<file path="src/rtl/vga_timing.sv">
// Free-running raster generator: pixel coordinates, sync pulses and blanking, all registered and aligned.
// Define VGA_TIMING_FRAME_CNT_EN to build the 8-bit frame counter; otherwise frame_cnt is tied to zero.
module vga_timing #(
    parameter int H_ACTIVE = 640,
    parameter int H_FP     = 16,
    parameter int H_SYNC   = 96,
    parameter int H_BP     = 48,
    parameter int V_ACTIVE = 480,
    parameter int V_FP     = 10,
    parameter int V_SYNC   = 2,
    parameter int V_BP     = 33,
    parameter int SYNC_POL = 0
) (
    input  logic       clk,
    input  logic       rst_n,
    input  logic       ena,
    output logic [9:0] x,
    output logic [9:0] y,
    output logic       hsync,
    output logic       vsync,
    output logic       display_on,
    output logic       frame_tick,
    output logic [7:0] frame_cnt
);

    localparam int H_TOTAL = H_ACTIVE + H_FP + H_SYNC + H_BP;
    localparam int V_TOTAL = V_ACTIVE + V_FP + V_SYNC + V_BP;

    localparam logic [9:0] H_LAST     = 10'(H_TOTAL - 1);
    localparam logic [9:0] V_LAST     = 10'(V_TOTAL - 1);
    localparam logic [9:0] H_ACT      = 10'(H_ACTIVE);
    localparam logic [9:0] V_ACT      = 10'(V_ACTIVE);
    localparam logic [9:0] HS_FIRST   = 10'(H_ACTIVE + H_FP);
    localparam logic [9:0] HS_LAST    = 10'(H_ACTIVE + H_FP + H_SYNC - 1);
    localparam logic [9:0] VS_FIRST   = 10'(V_ACTIVE + V_FP);
    localparam logic [9:0] VS_LAST    = 10'(V_ACTIVE + V_FP + V_SYNC - 1);
    localparam logic       SYNC_ACT   = (SYNC_POL != 0);

    logic [9:0] r_x;
    logic [9:0] r_y;
    logic       r_hsync;
    logic       r_vsync;
    logic       r_display_on;

    logic       w_x_last;
    logic       w_y_last;
    logic [9:0] w_x_nxt;
    logic [9:0] w_y_nxt;
    logic       w_hs_win;
    logic       w_vs_win;
    logic       w_disp_nxt;

    assign w_x_last = (r_x == H_LAST);
    assign w_y_last = (r_y == V_LAST);

    always_comb begin
        w_x_nxt = r_x;
        w_y_nxt = r_y;
        if (ena) begin
            if (w_x_last) begin
                w_x_nxt = 10'd0;
                w_y_nxt = w_y_last ? 10'd0 : r_y + 10'd1;
            end else begin
                w_x_nxt = r_x + 10'd1;
            end
        end
    end

    // Qualifiers are decoded from the next position so they land in the same cycle as the coordinate.
    assign w_hs_win   = (w_x_nxt >= HS_FIRST) && (w_x_nxt <= HS_LAST);
    assign w_vs_win   = (w_y_nxt >= VS_FIRST) && (w_y_nxt <= VS_LAST);
    assign w_disp_nxt = (w_x_nxt < H_ACT) && (w_y_nxt < V_ACT);

    always_ff @(posedge clk or negedge rst_n) begin
        if (!rst_n) begin
            r_x          <= 10'd0;
            r_y          <= 10'd0;
            r_hsync      <= ~SYNC_ACT;
            r_vsync      <= ~SYNC_ACT;
            r_display_on <= 1'b1;
        end else begin
            r_x          <= w_x_nxt;
            r_y          <= w_y_nxt;
            r_hsync      <= w_hs_win ? SYNC_ACT : ~SYNC_ACT;
            r_vsync      <= w_vs_win ? SYNC_ACT : ~SYNC_ACT;
            r_display_on <= w_disp_nxt;
        end
    end

    assign x          = r_x;
    assign y          = r_y;
    assign hsync      = r_hsync;
    assign vsync      = r_vsync;
    assign display_on = r_display_on;
    assign frame_tick = ena & w_x_last & w_y_last;

`ifdef VGA_TIMING_FRAME_CNT_EN
    logic [7:0] r_frame_cnt;

    always_ff @(posedge clk or negedge rst_n) begin
        if (!rst_n) begin
            r_frame_cnt <= 8'd0;
        end else if (frame_tick) begin
            r_frame_cnt <= r_frame_cnt + 8'd1;
        end
    end

    assign frame_cnt = r_frame_cnt;
`else
    assign frame_cnt = 8'd0;
`endif

endmodule

</file>
<file path="config.mk">
export PLATFORM = sky130hd
export DESIGN_NAME = vga_timing
export DESIGN_NICKNAME = d
export VERILOG_FILES = /design/src/rtl/vga_timing.sv
export SDC_FILE = /design/constraint.sdc
export NUM_CORES = 1
export LEC_CHECK = 0
export CAP_MARGIN = 15
export CORE_MARGIN = 2
export CORE_UTILIZATION = 43
export CTS_BUF_LIST = sky130_fd_sc_hd__clkbuf_16
export DETAILED_ROUTE_END_ITERATION = 12
export PLACE_DENSITY = 0.74
export SLEW_MARGIN = 25
export SYNTH_ARGS = -nofsm -noshare
export SYNTH_HDL_FRONTEND = slang
export SYNTH_SLANG_ARGS = --single-unit
</file>
<file path="constraint.sdc">
create_clock -name clk -period 1.7 [get_ports clk]
set_input_delay 0.34 -clock clk [delete_from_list [all_inputs] [get_ports clk]]
set_output_delay 0.34 -clock clk [all_outputs]
set_load 0.005 [all_outputs]
</file>
# Word level (Yosys, flattened, before mapping)
# Cells that the tools add are included.
word_totals:
  out_inout_bits: 32
  input_bits: 3
  word_cells: 27
  ff_bits: 23
classes:
  muxes: 7
  add_sub_neg: 2
  bitwise: 2
  order_cmp: 6
  n_eq_ne: 2
  reduce_logical: 3
ops:
  columns: ["op", "count"]
  rows:
  - ["2-to-1 mux 10 bit", 5]
  - ["adder 10 x 1 -> 10 bit (second input constant)", 2]
  - ["== test 10 bit (second input constant)", 2]
  - ["greater-or-equal comparator 10 bit (second input constant)", 1]
  - ["greater-or-equal comparator 10 x 9 -> 1 bit (second input constant)", 1]
  - ["<= comparator 10 bit (second input constant)", 1]
  - ["<= comparator 10 x 9 -> 1 bit (second input constant)", 1]
  - ["less-than comparator 10 bit (second input constant)", 1]
  - ["less-than comparator 10 x 9 -> 1 bit (second input constant)", 1]
  - ["logical AND 1 bit", 3]
  - ["AND 1 bit", 2]
  - ["2-to-1 mux 1 bit", 2]

# Logic depth before layout (Yosys ltp)
logic_depth:
  ltp_word: 7
  depth_mapped: 8
  ltp_nobuf: 7

# Least setup slack after synthesis
# OpenSTA, ideal clock, no wires.
synth_path:
  path_kind: "reg2reg"
  start: "reg r_x[0] (netlist: x[0])"
  end: "reg r_vsync (netlist: vsync)"
  n_path_buf: 1
  path_stages_with_launch: 8
  setup_ns: 0.085
  setup_slack_ns: -0.005
  synth_period_minus_slack_ns: 1.705
  required_ns: 1.615
  arrival_ns: 1.620
  path_cell_list: "dfrtp_1 -> ha_1 -> and4_1 -> buf_6 -> and4_4 -> and4_2 -> o21a_1 -> o221ai_1"
synth_between:
  elab_chain_len: 6
  word_cells_on_any_way: 7
  cone_classes: "order compare (2); eq/ne (1); mux (3); reduce/logical (1)"
synth_rtl:
  columns: ["element", "line", "rtl"]
  rows:
  - ["start, declared", "39", "logic [9:0] r_x;"]
  - ["start signal, assigned", "82", "r_x <= w_x_nxt;"]
  - ["== test 10 bit *", "53", "assign w_x_last = (r_x == H_LAST);"]
  - ["2-to-1 mux 10 bit *", "60", "if (w_x_last) begin"]
  - ["2-to-1 mux 10 bit *", "59", "if (ena) begin"]
  - ["greater-or-equal comparator 10 x 9 -> 1 bit / <= comparator 10 x 9 -> 1 bit (equally long branches)", "71", "assign w_vs_win = (w_y_nxt >= VS_FIRST) && (w_y_nxt <= VS_LAST);"]
  - ["logical AND 1 bit *", "71", null]
  - ["2-to-1 mux 1 bit *", "85", "r_vsync <= w_vs_win ? SYNC_ACT : ~SYNC_ACT;"]
  - ["end signal, assigned", "79", "r_vsync <= ~SYNC_ACT;"]
  - ["end signal, assigned", "85", null]
  - ["end, declared", "42", "logic r_vsync;"]
# Mark *: on every way between the ends. The rest lies on a longest branch, timed or not.

# Worst setup path in the final report
layout_path:
  start: "reg r_y[7] (netlist: y[7])"
  end: "out frame_tick"
layout_between:
  elab_chain_len: 2
layout_rtl:
  columns: ["element", "line", "rtl"]
  rows:
  - ["start, declared", "40", "logic [9:0] r_y;"]
  - ["start signal, assigned", "83", "r_y <= w_y_nxt;"]
  - ["== test 10 bit", "54", "assign w_y_last = (r_y == V_LAST);"]
  - ["AND 1 bit", "95", "assign frame_tick = ena & w_x_last & w_y_last;"]
  - ["end, declared", "22", "output logic frame_tick,"]
# Every way passes these cells.

==> metrics.txt <==
Placer Congestion=0.926; RSZ-0062 raised after global routing=yes; CTS Buffer Depth=2; complex-gate fraction of the synthesized area=0.126; largest family of logic cells by synthesized area=simple AND/OR/NAND/NOR gates; multiplexer area fraction after synthesis=0.0156; Vias/cell=5.35; LEAKAGE=1.03 nW; GRT Total Usage=0.224; worst skew pair latency=260 ps; met2 Use GR=0.356; Row Count=20; synthesized area=0.00136 sq mm; grt met1 use=0.298; status=complete, but fails checks; most frequent cells in the layout=buf_4 (36), clkdlybuf4s50_1 (24), dfrtp_1 (20), nand2_1 (13), inv_1 (9); R2R Path Start=x[0]; CP Max Fanout=2; Worst VDD drop=0.743 mV; Final Setup Violations=1; dominant synthesized flop cell=dfrtp_1; Die ar.=0.00364 sq mm; post-synthesis adder-cell area fraction=0.0275; post-route clock skew=1.57 ps; Reg area=579 sq um; vias in the first global route=1,298; max-cap check violation count=0; Top Ports=35; R2R cell count=7; post-synth cell types=46; worst endpoint required time=1360 ps; layout cells sized above 1=0.343; first drt pass iteration count=4; Post-synth EDFFs=0; nets@finish=211; critical path arrival=1390 ps; DRC=0; violated checks=negative setup slack; Core Util, Final=0.691; CP Capture Type=output port; worst r2r dst=vsync; Area growth syn-to-layout=53.5%; commonest non-fill, non-tap cell in the layout=buf_4; Starting Density=0.450; largest net degree at the start of global routing=24; Final min period=1730 ps; Core Area=0.00303 sq mm; Mean Syn Cell Area=9.95 sq um; Die Wd=60.3 um; antenna-violating nets left=0; busiest grt layer=met2; met3 global-route usage=0.0216; asr flop ratio synth=1.00; min-delay worst type=in -> async; root buffer cell=clkbuf_16; CTS tree=done; H-tree depth=1; Startpoint Class=flip-flop; CTS buffer count=3; antenna violations before repair=0; multi-input combinational cell area=781 sq um; final WL=3750 um; Seq cells post-synth=23; Clk pin slew, worst setup/hold paths=60 ps; first-pass GRT wire length=6040 um; Fmax=0.577 GHz; fin. max-slew vios=0; Tcrit/Tclk final=1.02; final hold vios=0; Simple-Gate Fraction of Synth Area=0.247; WL/cell=15.1 um; DRT iter0 DRCs=48; die height=60.3 um; Pwr per Cell Area=901 mW/mm^2; dpl ws=-413 ps; Post-DP HPWL=2510 um; Fillers=213; Syn Inst Count=137; # clock sinks=23; Diodes inserted=0; yosys warns=0; total gr overflow=0; Register-to-Register Setup Slack=20 ps; via count=1,327; critical path class=reg -> out; part of the Yosys area used for sequential elements=0.425; slack of the critical path=-32.7 ps; I/O Buffers=26; xor-xnor portion of the synthesized cell area=0.0706
==> worst max path at each step <==
stage,to,from
detailed placement,frame_tick,ena
floorplan,vsync,x[0]
finish,frame_tick,y[7]
CTS,frame_tick,y[0]
global placement,frame_tick,ena
global route,frame_tick,y[7]
==> cell families after synthesis <==
| logic type | after synthesis |
|---|---|
| AO/OA/AOI/OAI | 23 |
| buffers and inverters | 19 |
| XOR/XNOR | 11 |
| AND/OR/NAND/NOR | 55 |
| adder cells (fa/ha/maj) | 3 |
| other | 1 |
| flip-flops | 23 |
| multiplexers | 2 |
==> stage by stage <==
step	power [mW]	hold WS (ps)	cells	setup TNS [ps]	area, sq um
after floorplan	0.974	44.4	144	0	1390
after global placement	1.32	540	240	-3850	1900
after detailed placement	1.35	565	240	-4530	1900
after CTS	1.88	459	245	-53.3	2030
after global routing	1.98	480	248	-245	2090
final	1.89	443	248	-32.7	2090
==> timing repair <==
| action | in CTS | in global routing |
|---|---|---|
| buffers inserted | 0 | 3 |
| pin swaps | 10 | 8 |
| setup endpoints to repair | 6 | 7 |
| gates resized for setup | 16 | 12 |
| gates cloned | 1 | 0 |
| hold buffers | 0 | 0 |
==> area by class of cell <==
| type | count | area share |
|---|---|---|
| Clock buffer | 3 | 0.0359 |
| Timing Repair Buffer | 66 | 0.272 |
| Clock inverter | 1 | 0.00179 |
| Multi-Input combinational cell | 103 | 0.373 |
| Inverter | 8 | 0.0143 |
| Tap cell | 44 | 0.0263 |
| Sequential cell | 23 | 0.277 |
==> sequential cells by signal, indices dropped and copies added (netlist names) <==
signal      flops
x              10
y              10
display_on      1
hsync           1
vsync           1
==> power breakdown <==
group	leakage, nW	switching [mW]	internal [mW]
combinational	0.696	0.312	0.384
sequential	0.289	0.0512	0.630
clock	0.0423	0.195	0.314
total	1.03	0.559	1.33
==> worst max-delay path: stages (launching register included) <==
cell	delay [ps]
dfrtp_1	390
nor4b_2	270
buf_4	150
nand4_1	110
nor2_1	100
buf_2	110
==> metal layers <==
layer,routed length (um),vias to the layer above
met5,0,-
met2,1900,47
li1,-,616
met3,192,10
met4,91,0
met1,1560,654
==> synth_stat cells (all sizes together) (2+ instances only) <==
cell type / instances / area (sq um)
nand2b: 2 / 12.5
inv: 8 / 30.0
nor3b: 2 / 26.3
and3: 3 / 20.0
o21ai: 4 / 20.0
nand3: 4 / 20.0
xor2: 6 / 52.6
nand4: 8 / 56.3
dfstp: 3 / 78.8
ha: 3 / 37.5
o22ai: 2 / 12.5
and4: 5 / 48.8
buf: 11 / 87.6
a21oi: 3 / 15.0
o221ai: 2 / 17.5
nor2b: 2 / 12.5
nand2: 15 / 63.8
dfrtp: 20 / 500
and2: 2 / 12.5
o31ai: 3 / 22.5
nor2: 7 / 26.3
nor3: 3 / 20.0
xnor2: 5 / 43.8
(Power assumes the default switching activity.)
